===== src/rtl/vga_timing_ctrl_if.sv =====
// Scan-address / pixel / pin bundle of the VGA timing generator.
// master = timing generator, slave = vga_drive plus pin consumer.
interface vga_timing_ctrl_if;
  logic [15:0] rgb_data;
  logic [31:0] ram_data_in;
  logic [11:0] addr_h;
  logic [11:0] addr_v;
  logic        data_req;
  logic [31:0] ram_data_frame;
  logic        frame_start;
  logic        hsync;
  logic        vsync;
  logic        vga_de;
  logic [15:0] vga_rgb;

  modport master (
    input  rgb_data, ram_data_in,
    output addr_h, addr_v, data_req, ram_data_frame, frame_start,
           hsync, vsync, vga_de, vga_rgb
  );

  modport slave (
    output rgb_data, ram_data_in,
    input  addr_h, addr_v, data_req, ram_data_frame, frame_start,
           hsync, vsync, vga_de, vga_rgb
  );
endinterface


===== src/rtl/vga_timing_ctrl.sv =====
// VGA raster timing generator: free-running h/v counters, scan-address issue,
// two-stage sync/DE alignment to the returned pixel, and per-frame word latch.
module vga_timing_ctrl #(
  parameter int unsigned H_SYNC   = 96,
  parameter int unsigned H_BACK   = 48,
  parameter int unsigned H_ACTIVE = 640,
  parameter int unsigned H_FRONT  = 16,
  parameter int unsigned V_SYNC   = 2,
  parameter int unsigned V_BACK   = 33,
  parameter int unsigned V_ACTIVE = 480,
  parameter int unsigned V_FRONT  = 10,
  parameter bit          SYNC_POL = 1'b0
) (
  input  logic              vga_clk,
  input  logic              rst_n,
  vga_timing_ctrl_if.master bus
);

  localparam int unsigned H_TOTAL = H_SYNC + H_BACK + H_ACTIVE + H_FRONT;
  localparam int unsigned V_TOTAL = V_SYNC + V_BACK + V_ACTIVE + V_FRONT;

  localparam logic [11:0] H_LAST   = 12'(H_TOTAL - 1);
  localparam logic [11:0] V_LAST   = 12'(V_TOTAL - 1);
  localparam logic [11:0] H_SYNC_W = 12'(H_SYNC);
  localparam logic [11:0] V_SYNC_W = 12'(V_SYNC);
  localparam logic [11:0] H_DE_BEG = 12'(H_SYNC + H_BACK);
  localparam logic [11:0] H_DE_END = 12'(H_SYNC + H_BACK + H_ACTIVE);
  localparam logic [11:0] V_DE_BEG = 12'(V_SYNC + V_BACK);
  localparam logic [11:0] V_DE_END = 12'(V_SYNC + V_BACK + V_ACTIVE);

  logic [11:0] r_cnt_h;
  logic [11:0] r_cnt_v;
  logic        w_h_wrap;
  logic        w_v_wrap;

  logic        w_hs0;
  logic        w_vs0;
  logic        w_de0;

  logic        r_hs_d1, r_hs_d2;
  logic        r_vs_d1, r_vs_d2;
  logic        r_de_d1, r_de_d2;
  logic [15:0] r_rgb;
  logic [31:0] r_frame;

  assign w_h_wrap = (r_cnt_h == H_LAST);
  assign w_v_wrap = (r_cnt_v == V_LAST);

  always_ff @(posedge vga_clk or negedge rst_n) begin
    if (!rst_n) begin
      r_cnt_h <= '0;
      r_cnt_v <= '0;
    end else if (w_h_wrap) begin
      r_cnt_h <= '0;
      r_cnt_v <= w_v_wrap ? '0 : r_cnt_v + 12'd1;
    end else begin
      r_cnt_h <= r_cnt_h + 12'd1;
    end
  end

  // Stage 0: everything here is decoded straight from the counters.
  assign w_hs0 = (r_cnt_h < H_SYNC_W);
  assign w_vs0 = (r_cnt_v < V_SYNC_W);
  assign w_de0 = (r_cnt_h >= H_DE_BEG) && (r_cnt_h < H_DE_END) &&
                 (r_cnt_v >= V_DE_BEG) && (r_cnt_v < V_DE_END);

  assign bus.data_req    = w_de0;
  assign bus.addr_h      = w_de0 ? (r_cnt_h - H_DE_BEG) : '0;
  assign bus.addr_v      = w_de0 ? (r_cnt_v - V_DE_BEG) : '0;
  assign bus.frame_start = (r_cnt_h == '0) && (r_cnt_v == '0);

  // d1 lines up with the pixel returned by vga_drive, d2 with the pin register.
  always_ff @(posedge vga_clk or negedge rst_n) begin
    if (!rst_n) begin
      r_hs_d1 <= 1'b0;
      r_hs_d2 <= 1'b0;
      r_vs_d1 <= 1'b0;
      r_vs_d2 <= 1'b0;
      r_de_d1 <= 1'b0;
      r_de_d2 <= 1'b0;
      r_rgb   <= '0;
    end else begin
      r_hs_d1 <= w_hs0;
      r_hs_d2 <= r_hs_d1;
      r_vs_d1 <= w_vs0;
      r_vs_d2 <= r_vs_d1;
      r_de_d1 <= w_de0;
      r_de_d2 <= r_de_d1;
      r_rgb   <= r_de_d1 ? bus.rgb_data : '0;
    end
  end

  // Latched on the first front-porch line so the word never changes mid-picture.
  always_ff @(posedge vga_clk or negedge rst_n) begin
    if (!rst_n) begin
      r_frame <= '0;
    end else if ((r_cnt_h == '0) && (r_cnt_v == V_DE_END)) begin
      r_frame <= bus.ram_data_in;
    end
  end

  assign bus.hsync          = r_hs_d2 ^ ~SYNC_POL;
  assign bus.vsync          = r_vs_d2 ^ ~SYNC_POL;
  assign bus.vga_de         = r_de_d2;
  assign bus.vga_rgb        = r_rgb;
  assign bus.ram_data_frame = r_frame;

endmodule

===== src/flat_wrapper.sv =====
// flat-port wrapper written by rule: the top's interface ports become plain ports
module vga_timing_ctrl_flat 
#(
  parameter int unsigned H_SYNC   = 96,
  parameter int unsigned H_BACK   = 48,
  parameter int unsigned H_ACTIVE = 640,
  parameter int unsigned H_FRONT  = 16,
  parameter int unsigned V_SYNC   = 2,
  parameter int unsigned V_BACK   = 33,
  parameter int unsigned V_ACTIVE = 480,
  parameter int unsigned V_FRONT  = 10,
  parameter bit          SYNC_POL = 1'b0
)
  (vga_clk, rst_n, bus_rgb_data, bus_ram_data_in, bus_addr_h, bus_addr_v, bus_data_req, bus_ram_data_frame, bus_frame_start, bus_hsync, bus_vsync, bus_vga_de, bus_vga_rgb);
  vga_timing_ctrl_if bus_i ();
  input  logic vga_clk;
  input  logic rst_n;
  input wire logic [$bits(bus_i.rgb_data)-1:0] bus_rgb_data;
  input wire logic [$bits(bus_i.ram_data_in)-1:0] bus_ram_data_in;
  output wire logic [$bits(bus_i.addr_h)-1:0] bus_addr_h;
  output wire logic [$bits(bus_i.addr_v)-1:0] bus_addr_v;
  output wire logic [$bits(bus_i.data_req)-1:0] bus_data_req;
  output wire logic [$bits(bus_i.ram_data_frame)-1:0] bus_ram_data_frame;
  output wire logic [$bits(bus_i.frame_start)-1:0] bus_frame_start;
  output wire logic [$bits(bus_i.hsync)-1:0] bus_hsync;
  output wire logic [$bits(bus_i.vsync)-1:0] bus_vsync;
  output wire logic [$bits(bus_i.vga_de)-1:0] bus_vga_de;
  output wire logic [$bits(bus_i.vga_rgb)-1:0] bus_vga_rgb;
  assign bus_i.rgb_data = bus_rgb_data;
  assign bus_i.ram_data_in = bus_ram_data_in;
  assign bus_addr_h = bus_i.addr_h;
  assign bus_addr_v = bus_i.addr_v;
  assign bus_data_req = bus_i.data_req;
  assign bus_ram_data_frame = bus_i.ram_data_frame;
  assign bus_frame_start = bus_i.frame_start;
  assign bus_hsync = bus_i.hsync;
  assign bus_vsync = bus_i.vsync;
  assign bus_vga_de = bus_i.vga_de;
  assign bus_vga_rgb = bus_i.vga_rgb;
  vga_timing_ctrl #(.H_SYNC(H_SYNC), .H_BACK(H_BACK), .H_ACTIVE(H_ACTIVE), .H_FRONT(H_FRONT), .V_SYNC(V_SYNC), .V_BACK(V_BACK), .V_ACTIVE(V_ACTIVE), .V_FRONT(V_FRONT), .SYNC_POL(SYNC_POL)) u_core (.vga_clk(vga_clk), .rst_n(rst_n), .bus(bus_i));
endmodule

===== config.mk =====
export PLATFORM = sky130hd
export DESIGN_NAME = vga_timing_ctrl_flat
export DESIGN_NICKNAME = d
export VERILOG_FILES = /design/src/rtl/vga_timing_ctrl_if.sv /design/src/rtl/vga_timing_ctrl.sv /design/src/flat_wrapper.sv
export SDC_FILE = /design/constraint.sdc
export NUM_CORES = 1
export LEC_CHECK = 0
export ABC_CLOCK_PERIOD_IN_PS = 4000
export CORE_MARGIN = 2
export CORE_UTILIZATION = 32
export CTS_CLUSTER_DIAMETER = 80
export CTS_CLUSTER_SIZE = 40
export DETAILED_ROUTE_END_ITERATION = 16
export PLACE_DENSITY = 0.61
export REMOVE_ABC_BUFFERS = 1
export SLEW_MARGIN = 20
export SYNTH_ARGS = -nofsm -noshare
export SYNTH_HDL_FRONTEND = slang
export SYNTH_SLANG_ARGS = --single-unit
export TNS_END_PERCENT = 30

===== constraint.sdc =====
create_clock -name vga_clk -period 4 [get_ports vga_clk]
set_clock_uncertainty 0.2 [all_clocks]
set_input_delay 0.6 -clock vga_clk [delete_from_list [all_inputs] [get_ports vga_clk]]
set_output_delay 0.6 -clock vga_clk [all_outputs]
set_load 0.02 [all_outputs]

==> key figures, run 1 <==
Cells and area
  • Growth of design area from synthesis to finish: 45.0%
  • Final cell area excluding filler cells: about 5400 um^2
  • Count of placed standard cells in the final layout, fillers left out: 590
  • Number of nets in the final layout: approximately 500
  • Ratio of cells with drive above 1 in the final layout: 0.139
  • Fill cell total of the finished layout: 1073
  • Share of the core filled with cells: 0.473
  • Antenna cells: 0

Global route
  • Number of antenna violations at the first check in global routing: 0
  • Total global routing track utilization: 0.157
  • Total gr overflow: 0
  • Number of global-route vias before repair: ~2900
  • First-pass GRT wire length: about 15000 um
  • Maximum number of pins on one net before global-route repair: roughly 80

Floorplan
  • Ports: around 130
  • Die Y: approximately 110 um
  • Number of placement rows: 39
  • Core area: approximately 11000 um^2
  • Floorplan die area: about 12000 um^2
  • Die Width: around 110 um
  • Initial standard-cell utilization of the core: 0.326

Synth
  • Cell taking the most area after synthesis: sky130_fd_sc_hd__dfrtp_1
  • Share of the yosys chip area belonging to registers: 0.526
  • Prevailing post-synth register cell: sky130_fd_sc_hd__dfrtp_1
  • Synth top cells by count: sky130_fd_sc_hd__dfrtp_1, sky130_fd_sc_hd__mux2_2, sky130_fd_sc_hd__xnor2_1
  • Cell types with the largest area share after synthesis: sky130_fd_sc_hd__dfrtp_1, sky130_fd_sc_hd__mux2_2, sky130_fd_sc_hd__xnor2_1
  • Flop and latch count out of synthesis: 78
  • Count of distinct cell types in the synthesized netlist: 44
  • Warnings from Yosys: 0
  • Area fraction of the dominant cell type after synthesis: 0.526
  • Cells after Synth: between 300 and 400
  • Number of enable flip-flop cells after synthesis: 0
  • Cell Area, Synth: between 3000 and 4000 um^2
  • Fraction of registers with async set/reset: 1.00
  • Most repeated cell in the gate-level netlist after synthesis: sky130_fd_sc_hd__dfrtp_1
  • Mean instance size in the synthesized netlist: 11.5 um^2

Clock network
  • Later-pin clock latency in the skew report: about 0.34 ns
  • Total CTS buffers: 9
  • Clock Tree Buf Depth: 2
  • Number of hold buffers added after CTS: 0
  • H-tree lvl count: 3
  • Number of resized instances in the post-cts repair step: 0
  • Clk slew on worst S/H paths: 0.06 ns
  • TritonCTS clock tree: yes
  • Number of post-CTS setup repair buffers: 0
  • Library cell used as clock root buffer: sky130_fd_sc_hd__clkbuf_16
  • Number of sinks handled by clock tree synthesis: slightly below 80

Timing
  • Remaining max-slew budget at the tightest pin: 0.518
  • Fmax: 259 MHz
  • Shortest clock period the worst path allows after layout: 3.86 ns
  • Setup violation total in the final timing report: 0
  • Tightest Pin Transition: 0.723 ns
  • Max Slew Vio Count: 0
  • Post-route fraction of the period consumed by the critical path: 0.965
  • Unrepaired setup endpoints after global routing: false
  • Fin Hold WS: 0.0654 ns
  • PnR worst setup slack: about 0.14 ns
  • Number of failing hold endpoints at the final stage: 0
  • Setup TNS: 0 ns

Placed design
  • Cells after DPL: around 580
  • Cell area after placement: between 5000 and 6000 um^2
  • I/O Buffers: 125
  • Global placement routability congestion: between 0.7 and 0.8
  • HPWL reported at the end of detailed placement: between 6000 and 7000 um
  • Post-placement setup slack: roughly 0.40 ns

Worst setup path
  • Setup slack on the worst flop-to-flop path: 1.37 ns
  • Required time worst endpoint: 3.20 ns
  • Setup CP Type: reg -> out
  • Critical path launch point type: flop
  • Arrival time reported for the critical path endpoint: between 3 and 4 ns
  • Crit path max fanout: 13
  • CP endpoint kind: output pin

Drt
  • Final Routed Wirelength: ~9500 um
  • Via count: between 2000 and 3000
  • Post-route DRC violation count: 0
  • Count of routing violations after the opening detailed-route iteration: roughly 110
  • Detailed Routing Iterations Pass 1: 4
  • Avg WL per Cell: 16.2 um
  • Number of routed nets with antenna violations: 0
  • Routed via count divided by cell count: approximately 5

Worst hold path
  • Class of the worst hold path: in -> async

Flow run
  • Number of max-cap violations: 0

Power
  • Peak VDD IR: about 0.18 mV
  • Leakage Power: 2.43 nW
  • Total power after layout: approximately 1.7 mW
  • Pwr per Cell Area: 316 nW/um^2

Run status
  • Run status: finished, final reports clean
-- routing by layer --
layer | part of all wire | up-vias | track usage | wire length, um
li1 | - | 1369 | - | -
met1 | 0.49 | 1384 | 0.220 | 4670
met2 | 0.44 | 110 | 0.233 | 4200
met3 | 0.053 | 10 | 0.0392 | 508
met4 | 0.017 | 0 | 0.0642 | 165
met5 | 0 | - | 0 | 0
-- placed cells by master, fill, tap and decap left out, types with 4 or more instances in the layout --
cell type                         synthesis  routed
sky130_fd_sc_hd__a21oi_1                  4       4
sky130_fd_sc_hd__and2_1                  18      18
sky130_fd_sc_hd__and3_1                   7       7
sky130_fd_sc_hd__and4_1                   5       5
sky130_fd_sc_hd__buf_4                    5       8
sky130_fd_sc_hd__clkbuf_16                0       9
sky130_fd_sc_hd__clkdlybuf4s50_1          0     122
sky130_fd_sc_hd__dfrtp_1                 78      78
sky130_fd_sc_hd__ha_1                     8       8
sky130_fd_sc_hd__inv_1                    9       9
sky130_fd_sc_hd__mux2_2                  30      30
sky130_fd_sc_hd__nand2_1                 12      12
sky130_fd_sc_hd__nand3_1                 13      13
sky130_fd_sc_hd__nand4_1                  8       8
sky130_fd_sc_hd__nor2_1                  14      14
sky130_fd_sc_hd__nor3_1                  18      18
sky130_fd_sc_hd__nor3b_1                  7       7
sky130_fd_sc_hd__nor4_1                   6       6
sky130_fd_sc_hd__o21ai_0                  7       7
sky130_fd_sc_hd__xnor2_1                 19      19
sky130_fd_sc_hd__xor2_1                   7       7
-- critical path, stage by stage, from the launching register on --
cell	delay [ns]
sky130_fd_sc_hd__dfrtp_1	0.46
sky130_fd_sc_hd__ha_1	0.34
sky130_fd_sc_hd__nor3_2	0.23
sky130_fd_sc_hd__nand3_1	0.12
sky130_fd_sc_hd__a221o_2	0.53
sky130_fd_sc_hd__buf_4	0.22
sky130_fd_sc_hd__nor3_1	0.19
sky130_fd_sc_hd__clkdlybuf4s50_1	0.64
-- final cells by class --
class                   count  area, um^2  share of cell area
flip-flops and latches     78        1950               0.363
clock buffers              10         229              0.0426
inverters                   9        33.8             0.00628
well taps                 143         179              0.0333
multi-input cells         212        1590               0.296
repair buffers            133        1320               0.245
clock inverters             5        75.1              0.0140
-- path summary, 6_finish.rpt --
check	end	start	depth (start not counted)
min reg2reg	u_core.r_hs_d2	u_core.r_hs_d1	0
min	u_core.r_cnt_h[9]	rst_n	1
max reg2reg	u_core.r_cnt_v[10]	u_core.r_cnt_h[5]	6
min in group vga_clk	u_core.r_hs_d2	u_core.r_hs_d1	0
max in group asynchronous	u_core.bus.vga_rgb[11]	rst_n	1
max	bus_addr_v[2]	u_core.r_cnt_v[0]	7
-- flip-flops by register name, summed over array words and instances, names as in the netlist --
name                       flops
u_core.r_hs_d2                 1
u_core.bus.vga_de              1
u_core.r_de_d1                 1
u_core.r_cnt_h                12
u_core.r_vs_d2                 1
u_core.r_hs_d1                 1
u_core.bus.vga_rgb            16
u_core.r_cnt_v                12
u_core.r_vs_d1                 1
u_core.bus.ram_data_frame     32
-- kinds of logic (layout without fill, tap and decap cells) --
family | after synthesis | count (layout) | synth area share
AOI/OAI and AO/OA | 24 | 24 | 0.0493
muxes | 33 | 33 | 0.0999
adders and majority gates | 8 | 8 | 0.0270
DFF | 78 | 78 | 0.526
and+or+nand+nor | 120 | 120 | 0.190
xor gates and xnor gates | 26 | 26 | 0.0614
other | 1 | 1 | 0.00101
buffers and inverters | 33 | 157 | 0.0449
-- report_power, final --
group,total (mW),switching [mW],internal (mW)
logic,0.0634,0.0219,0.0416
registers,0.789,0,0.789
clock network,0.845,0.306,0.539
total,1.70,0.328,1.37
Power figures use the tool's default switching activity.
==> inputs of run 2 (changes only) <==
--- a/config.mk
+++ b/config.mk
@@ -6,7 +6,6 @@
 export NUM_CORES = 1
 export LEC_CHECK = 0
 export ABC_CLOCK_PERIOD_IN_PS = 4000
-export CORE_MARGIN = 2
 export CORE_UTILIZATION = 32
 export CTS_CLUSTER_DIAMETER = 80
 export CTS_CLUSTER_SIZE = 40
==> run 2 against run 1 <==
Sequential share of layout area grew 0.18 points. Sequential cell count is the same. Cell count is 1.2% lower. Critical path depth stayed put. Maximum frequency grew 2.3%. Combinational power shrank 1%. Clock power shrank 0.5%. Routed wire length fell by 3.1%. Worst setup slack improved by 0.086 ns. Largest power group unchanged.
==> key figures, run 2 (synthesis results as in run 1) <==
Drt
  • Avg WL per Cell: 15.9 um (-1.9%)
  • Detailed Routing Iterations Pass 1: 4 (unchanged)
  • Final Routed Wirelength: 9250 um (-3.1%)
  • Count of routing violations after the opening detailed-route iteration: 136 (+26%)
  • Routed via count divided by cell count: 4.97 (+2.1%)
  • Via count: 2899 (+0.90%)
  • Number of routed nets with antenna violations: 0 (unchanged)
  • Post-route DRC violation count: 0 (unchanged)

Placed design
  • I/O Buffers: 125 (unchanged)
  • Global placement routability congestion: 0.794 (+3.1%)
  • HPWL reported at the end of detailed placement: 6650 um (-3.9%)

Timing
  • Fmax: 265 MHz (+2.3%)
  • Remaining max-slew budget at the tightest pin: 0.341 (-0.177)
  • Max Slew Vio Count: 0 (unchanged)
  • Number of failing hold endpoints at the final stage: 0 (unchanged)
  • Post-route fraction of the period consumed by the critical path: 0.943 (-0.0216)
  • Setup violation total in the final timing report: 0 (unchanged)
  • Tightest Pin Transition: 0.988 ns (+0.265 ns)
  • Shortest clock period the worst path allows after layout: 3.77 ns (-0.0864 ns)
  • Unrepaired setup endpoints after global routing: false
  • Setup TNS: 0 ns (unchanged)

Worst setup path
  • Setup slack on the worst flop-to-flop path: 1.39 ns (+0.02 ns)
  • Crit path max fanout: 24 (+11)
  • Arrival time reported for the critical path endpoint: 2.97 ns (-0.09 ns)
  • Required time worst endpoint: 3.20 ns (about the same)
  • CP endpoint kind: output pin
  • Critical register-to-register path endpoint: u_core.r_cnt_v[6]
  • Launch point of the critical path: u_core.r_cnt_h[0]
  • Setup CP Type: reg -> out
  • Crit path to: bus_addr_h[7]
  • Count of cells along the worst register-to-register path: 6 (unchanged)
  • Critical path launch point type: flop
  • Critical register-to-register path startpoint: u_core.r_cnt_h[5]

Cells and area
  • Number of flip-flops under the largest register name: 32 (unchanged)
  • Ratio of cells with drive above 1 in the final layout: 0.131 (-0.00778)
  • Commonest non-fill, non-tap cell in the layout: sky130_fd_sc_hd__clkdlybuf4s50_1
  • Commonest cells after routing, fill and taps aside: sky130_fd_sc_hd__clkdlybuf4s50_1, sky130_fd_sc_hd__dfrtp_1, sky130_fd_sc_hd__mux2_2, sky130_fd_sc_hd__xnor2_1
  • Growth of design area from synthesis to finish: 44.3%
  • Antenna cells: 0 (unchanged)
  • Number of nets in the final layout: 498 (-0.60%)

Floorplan
  • Die Y: 110 um (-1.8%)
  • Core area: 11100 um^2 (-2.6%)
  • Die Width: 110 um (-1.8%)
  • Number of placement rows: 38 (-2.6%)
  • Floorplan die area: 12000 um^2 (-3.6%)
  • Initial standard-cell utilization of the core: 0.335 (+0.00858)
  • Ports: 127 (unchanged)

Global route
  • Number of antenna violations at the first check in global routing: 0 (unchanged)
  • Maximum number of pins on one net before global-route repair: 79 (unchanged)
  • First-pass GRT wire length: 14400 um (-7.1%)
  • Total gr overflow: 0 (unchanged)
  • Total global routing track utilization: 0.160 (+0.00242)
  • Number of global-route vias before repair: 2812 (-1.9%)

Clock network
  • H-tree lvl count: 3 (unchanged)
  • Later-pin clock latency in the skew report: 0.33 ns (about the same)
  • Number of sinks handled by clock tree synthesis: 78 (unchanged)
  • Clk slew on worst S/H paths: 0.06 ns (about the same)
  • Library cell used as clock root buffer: sky130_fd_sc_hd__clkbuf_16
  • Clock Tree Buf Depth: 2 (unchanged)
  • Total CTS buffers: 9 (unchanged)
  • TritonCTS clock tree: yes

Flow run
  • Number of max-cap violations: 0 (unchanged)

Power
  • Leakage Power: 2.41 nW (-0.72%)
  • Pwr per Cell Area: 316 nW/um^2 (+0.20%)
  • Total power after layout: 1.69 mW (-0.29%)
  • Peak VDD IR: 0.243 mV (+33%)

Run status
  • Run status: finished, final reports clean

Worst hold path
  • Class of the worst hold path: reg -> reg
[run 2: changes by cell type in the layout (fill, tap and decap cells not counted)]
cell                              before  now
sky130_fd_sc_hd__clkinv_2              3    1
sky130_fd_sc_hd__dlymetal6s2s_1        2    0
sky130_fd_sc_hd__clkinv_4              0    1
sky130_fd_sc_hd__a221o_2               1    0
sky130_fd_sc_hd__buf_6                 1    0
sky130_fd_sc_hd__buf_4                 8    6
sky130_fd_sc_hd__clkdlybuf4s50_1     122  124
sky130_fd_sc_hd__a221o_4               0    1
[run 2: repair_timing]
item	in CTS	in global routing
hold endpoints to repair	0	0
hold buffers	0	0
resized for setup	1	1
gates cloned	0	0
setup endpoints to repair	4	1
buffers inserted	0	0
[run 2: how the worst min path moves through the flow]
stage	start	to	cells after the start	slack (ns)
4_1_cts	u_core.r_hs_d1	u_core.r_hs_d2	0	0.16
6_report	u_core.r_hs_d1	u_core.r_hs_d2	0	0.15
5_1_grt	u_core.r_hs_d1	u_core.r_hs_d2	0	0.16
3_5_place_dp	u_core.r_hs_d1	u_core.r_hs_d2	0	0.14
2_1_floorplan	rst_n	u_core.bus.ram_data_frame[0]	0	0.10
3_3_place_gp	u_core.r_vs_d1	u_core.r_vs_d2	0	0.13
[run 2: power breakdown]
part | internal (mW) | switching, mW
clock network | 0.539 | 0.302
logic | 0.0411 | 0.0214
registers | 0.789 | 0
[run 2: cell type report]
class	count	area, um^2
clock buffer	10	229
clock inverter	4	73.8
fill	1039	5730
inverter	9	33.8
multi-input combinational	212	1600
sequential	78	1950
tap	140	175
timing repair buffer	130	1290
[run 2: routing by layer]
layer	vias to the layer above	track usage	routed length, um
met1	1407	0.207	4170
li1	1361	-	-
met4	0	0.0629	182
met5	-	0	0
met3	15	0.0510	787
met2	116	0.247	4110
[run 2: worst max-delay path: stages, from the launching register on]
cell and delay [ns]:
sky130_fd_sc_hd__dfrtp_1 0.40, sky130_fd_sc_hd__inv_1 0.10, sky130_fd_sc_hd__ha_1 0.14, sky130_fd_sc_hd__nor3b_1 0.36, sky130_fd_sc_hd__nand3_1 0.15, sky130_fd_sc_hd__a221o_4 0.56, sky130_fd_sc_hd__nor4_1 0.30, sky130_fd_sc_hd__clkdlybuf4s50_1 0.65
[run 2: stage by stage]
stage	cell area, um^2	utilization	cells	hold WS [ns]	setup WS, ns
2_1_floorplan	3570	-	299	0.104	0.861
3_3_place_gp	5040	0.455	569	0.133	0.372
3_5_place_dp	5040	0.455	569	0.143	0.342
4_1_cts	5340	0.482	583	0.157	0.123
5_1_grt	5350	0.483	583	0.159	0.0510
6_report	5350	0.483	583	0.154	0.228
==> inputs of run 3 (changes only) <==
--- a/config.mk
+++ b/config.mk
@@ -10,6 +10,7 @@
 export CTS_CLUSTER_DIAMETER = 80
 export CTS_CLUSTER_SIZE = 40
 export DETAILED_ROUTE_END_ITERATION = 16
+export GPL_TIMING_DRIVEN = 0
 export PLACE_DENSITY = 0.61
 export REMOVE_ABC_BUFFERS = 1
 export SLEW_MARGIN = 20
==> run 3 against run 2 <==
Count of clock-buffer cells in the layout stayed put. Largest power group unchanged. Highest routed layer unchanged. Maximum frequency shrank 1.3%. Worst hold slack got worse by 0.0060 ns. Core utilization is 0.44 points higher. Cell count rose by 0.17%. Sequential share of layout area fell by 0.33 points.
==> key figures, run 3 (synthesis results as in run 1) <==
Cells and area
  • Commonest cells after routing, fill and taps aside: sky130_fd_sc_hd__clkdlybuf4s50_1, sky130_fd_sc_hd__dfrtp_1, sky130_fd_sc_hd__mux2_2, sky130_fd_sc_hd__xnor2_1
  • Ratio of cells with drive above 1 in the final layout: 0.135 (+0.00421)
  • Antenna cells: 0 (unchanged)
  • Count of placed standard cells in the final layout, fillers left out: 584 (+0.17%)
  • Number of nets in the final layout: 497 (-0.20%)
  • Final cell area excluding filler cells: 5400 um^2 (+0.91%)
  • Growth of design area from synthesis to finish: 45.6%
  • Number of flip-flops under the largest register name: 32 (unchanged)
  • Commonest non-fill, non-tap cell in the layout: sky130_fd_sc_hd__clkdlybuf4s50_1

Global route
  • Total gr overflow: 0 (unchanged)
  • Number of global-route vias before repair: 2673 (-4.9%)
  • Number of antenna violations at the first check in global routing: 0 (unchanged)
  • First-pass GRT wire length: 14200 um (-1.1%)
  • Maximum number of pins on one net before global-route repair: 57 (-28%)
  • Routing usage on met2: 0.242 (-0.00494)
  • Global routing met1 resource utilization: 0.202 (-0.00542)
  • Met3 Track Usage GR: 0.0439 (-0.00711)
  • Global route hottest layer: met2
  • Total global routing track utilization: 0.155 (-0.00447)

Worst setup path
  • Crit path max fanout: 24 (unchanged)
  • Crit path to: bus_addr_h[7]
  • Critical register-to-register path startpoint: u_core.r_cnt_h[5]
  • Setup slack on the worst flop-to-flop path: 1.42 ns (+0.03 ns)
  • Critical path launch point type: flop
  • CP endpoint kind: output pin
  • Required time worst endpoint: 3.20 ns (about the same)
  • Count of cells along the worst register-to-register path: 6 (unchanged)
  • Critical register-to-register path endpoint: u_core.r_cnt_v[6]
  • Setup CP Type: reg -> out
  • Arrival time reported for the critical path endpoint: 3.02 ns (+0.05 ns)
  • Launch point of the critical path: u_core.r_cnt_v[0]

Clock network
  • H-tree lvl count: 3 (unchanged)
  • Total CTS buffers: 9 (unchanged)
  • Number of sinks handled by clock tree synthesis: 78 (unchanged)
  • Clk slew on worst S/H paths: 0.06 ns (about the same)
  • Library cell used as clock root buffer: sky130_fd_sc_hd__clkbuf_16
  • Later-pin clock latency in the skew report: 0.33 ns (about the same)
  • Number of post-CTS setup repair buffers: 0 (unchanged)
  • TritonCTS clock tree: yes
  • Clock Tree Buf Depth: 2 (unchanged)

Timing
  • Unrepaired setup endpoints after global routing: false
  • Shortest clock period the worst path allows after layout: 3.82 ns (+0.0486 ns)
  • Max Slew Vio Count: 0 (unchanged)
  • Setup TNS: 0 ns (unchanged)
  • Fmax: 262 MHz (-1.3%)
  • Number of failing hold endpoints at the final stage: 0 (unchanged)
  • Tightest Pin Transition: 0.674 ns (-0.314 ns)
  • Post-route fraction of the period consumed by the critical path: 0.955 (+0.0121)
  • Remaining max-slew budget at the tightest pin: 0.551 (+0.209)
  • Setup violation total in the final timing report: 0 (unchanged)

Floorplan
  • Ports: 127 (unchanged)
  • Number of placement rows: 38 (unchanged)
  • Die Width: 110 um (unchanged)
  • Core area: 11100 um^2 (unchanged)
  • Die Y: 110 um (unchanged)
  • Floorplan die area: 12000 um^2 (unchanged)
  • Initial standard-cell utilization of the core: 0.335 (unchanged)

Placed design
  • HPWL reported at the end of detailed placement: 6620 um (-0.33%)
  • Global placement routability congestion: 0.770 (-3.1%)
  • Cells after DPL: 567 (-0.35%)
  • Cell area after placement: 5080 um^2 (+0.80%)
  • I/O Buffers: 125 (unchanged)

Drt
  • Final Routed Wirelength: 9020 um (-2.5%)
  • Detailed Routing Iterations Pass 1: 4 (unchanged)
  • Avg WL per Cell: 15.4 um (-2.7%)
  • Post-route DRC violation count: 0 (unchanged)
  • Via count: 2844 (-1.9%)
  • Count of routing violations after the opening detailed-route iteration: 118 (-13%)
  • Routed via count divided by cell count: 4.87 (-2.1%)
  • Number of routed nets with antenna violations: 0 (unchanged)

Power
  • Peak VDD IR: 0.169 mV (-30%)
  • Total power after layout: 1.67 mW (-1.5%)
  • Leakage Power: 2.42 nW (+0.40%)
  • Pwr per Cell Area: 309 nW/um^2 (-2.4%)

Worst hold path
  • Class of the worst hold path: reg -> reg

Flow run
  • Number of max-cap violations: 0 (unchanged)

Run status
  • Run status: finished, final reports clean
## run 3: how the worst min path moves through the flow
| stage | start | endpoint | slack [ns] | cells after the start |
|---|---|---|---|---|
| floorplan | rst_n | u_core.bus.ram_data_frame[0] | 0.10 | 0 |
| global placement | u_core.r_hs_d1 | u_core.r_hs_d2 | 0.13 | 0 |
| detailed placement | u_core.r_hs_d1 | u_core.r_hs_d2 | 0.14 | 0 |
| CTS | u_core.r_vs_d1 | u_core.r_vs_d2 | 0.15 | 0 |
| global route | u_core.r_vs_d1 | u_core.r_vs_d2 | 0.15 | 0 |
| finish | u_core.r_vs_d1 | u_core.r_vs_d2 | 0.15 | 0 |
## run 3: what timing repair did
action / in CTS / in global routing
hold endpoints to repair: 22 / 0
gates resized for setup: 1 / 2
setup endpoints to repair: 15 / 6
hold buffers: 1 / 0
## run 3: worst max-delay path, stage by stage, from the launching register on
cell                              delay, ns
sky130_fd_sc_hd__dfrtp_1               0.47
sky130_fd_sc_hd__ha_1                  0.35
sky130_fd_sc_hd__nor3_2                0.21
sky130_fd_sc_hd__nand3_1               0.13
sky130_fd_sc_hd__a221o_4               0.58
sky130_fd_sc_hd__nor4_1                0.30
sky130_fd_sc_hd__clkdlybuf4s50_1       0.65
## run 3: final cells by class
cell class | count | area (um^2)
flip-flops and latches | 78 | 1950
well taps | 140 | 175
multi-input cells | 212 | 1610
clock inverters | 6 | 67.6
clock buffers | 10 | 229
inverters | 9 | 33.8
repair buffers | 129 | 1330
fillers | 1066 | 5680
## run 3: power by group
part,total [mW],internal (mW),switching (mW)
registers,0.789,0.789,0
clock network,0.812,0.487,0.326
logic,0.0669,0.0446,0.0223
total,1.67,1.32,0.348
## run 3: metrics by stage
step	hold slack [ns]	worst slack, ns	util
after floorplan	0.104	0.861	-
after global placement	0.133	-0.706	0.451
after detailed placement	0.136	0.303	0.458
after CTS	0.150	0.0942	0.486
after global routing	0.154	0.00348	0.487
final	0.148	0.179	0.487
## run 3: metal layers
metal  vias to the layer above  share of wire  wire length (um)
met3                        15          0.089               799
met4                         0          0.019               167
li1                       1365              -                 -
met5                         -              0                 0
met1                      1353           0.45              4090
met2                       111           0.44              3960
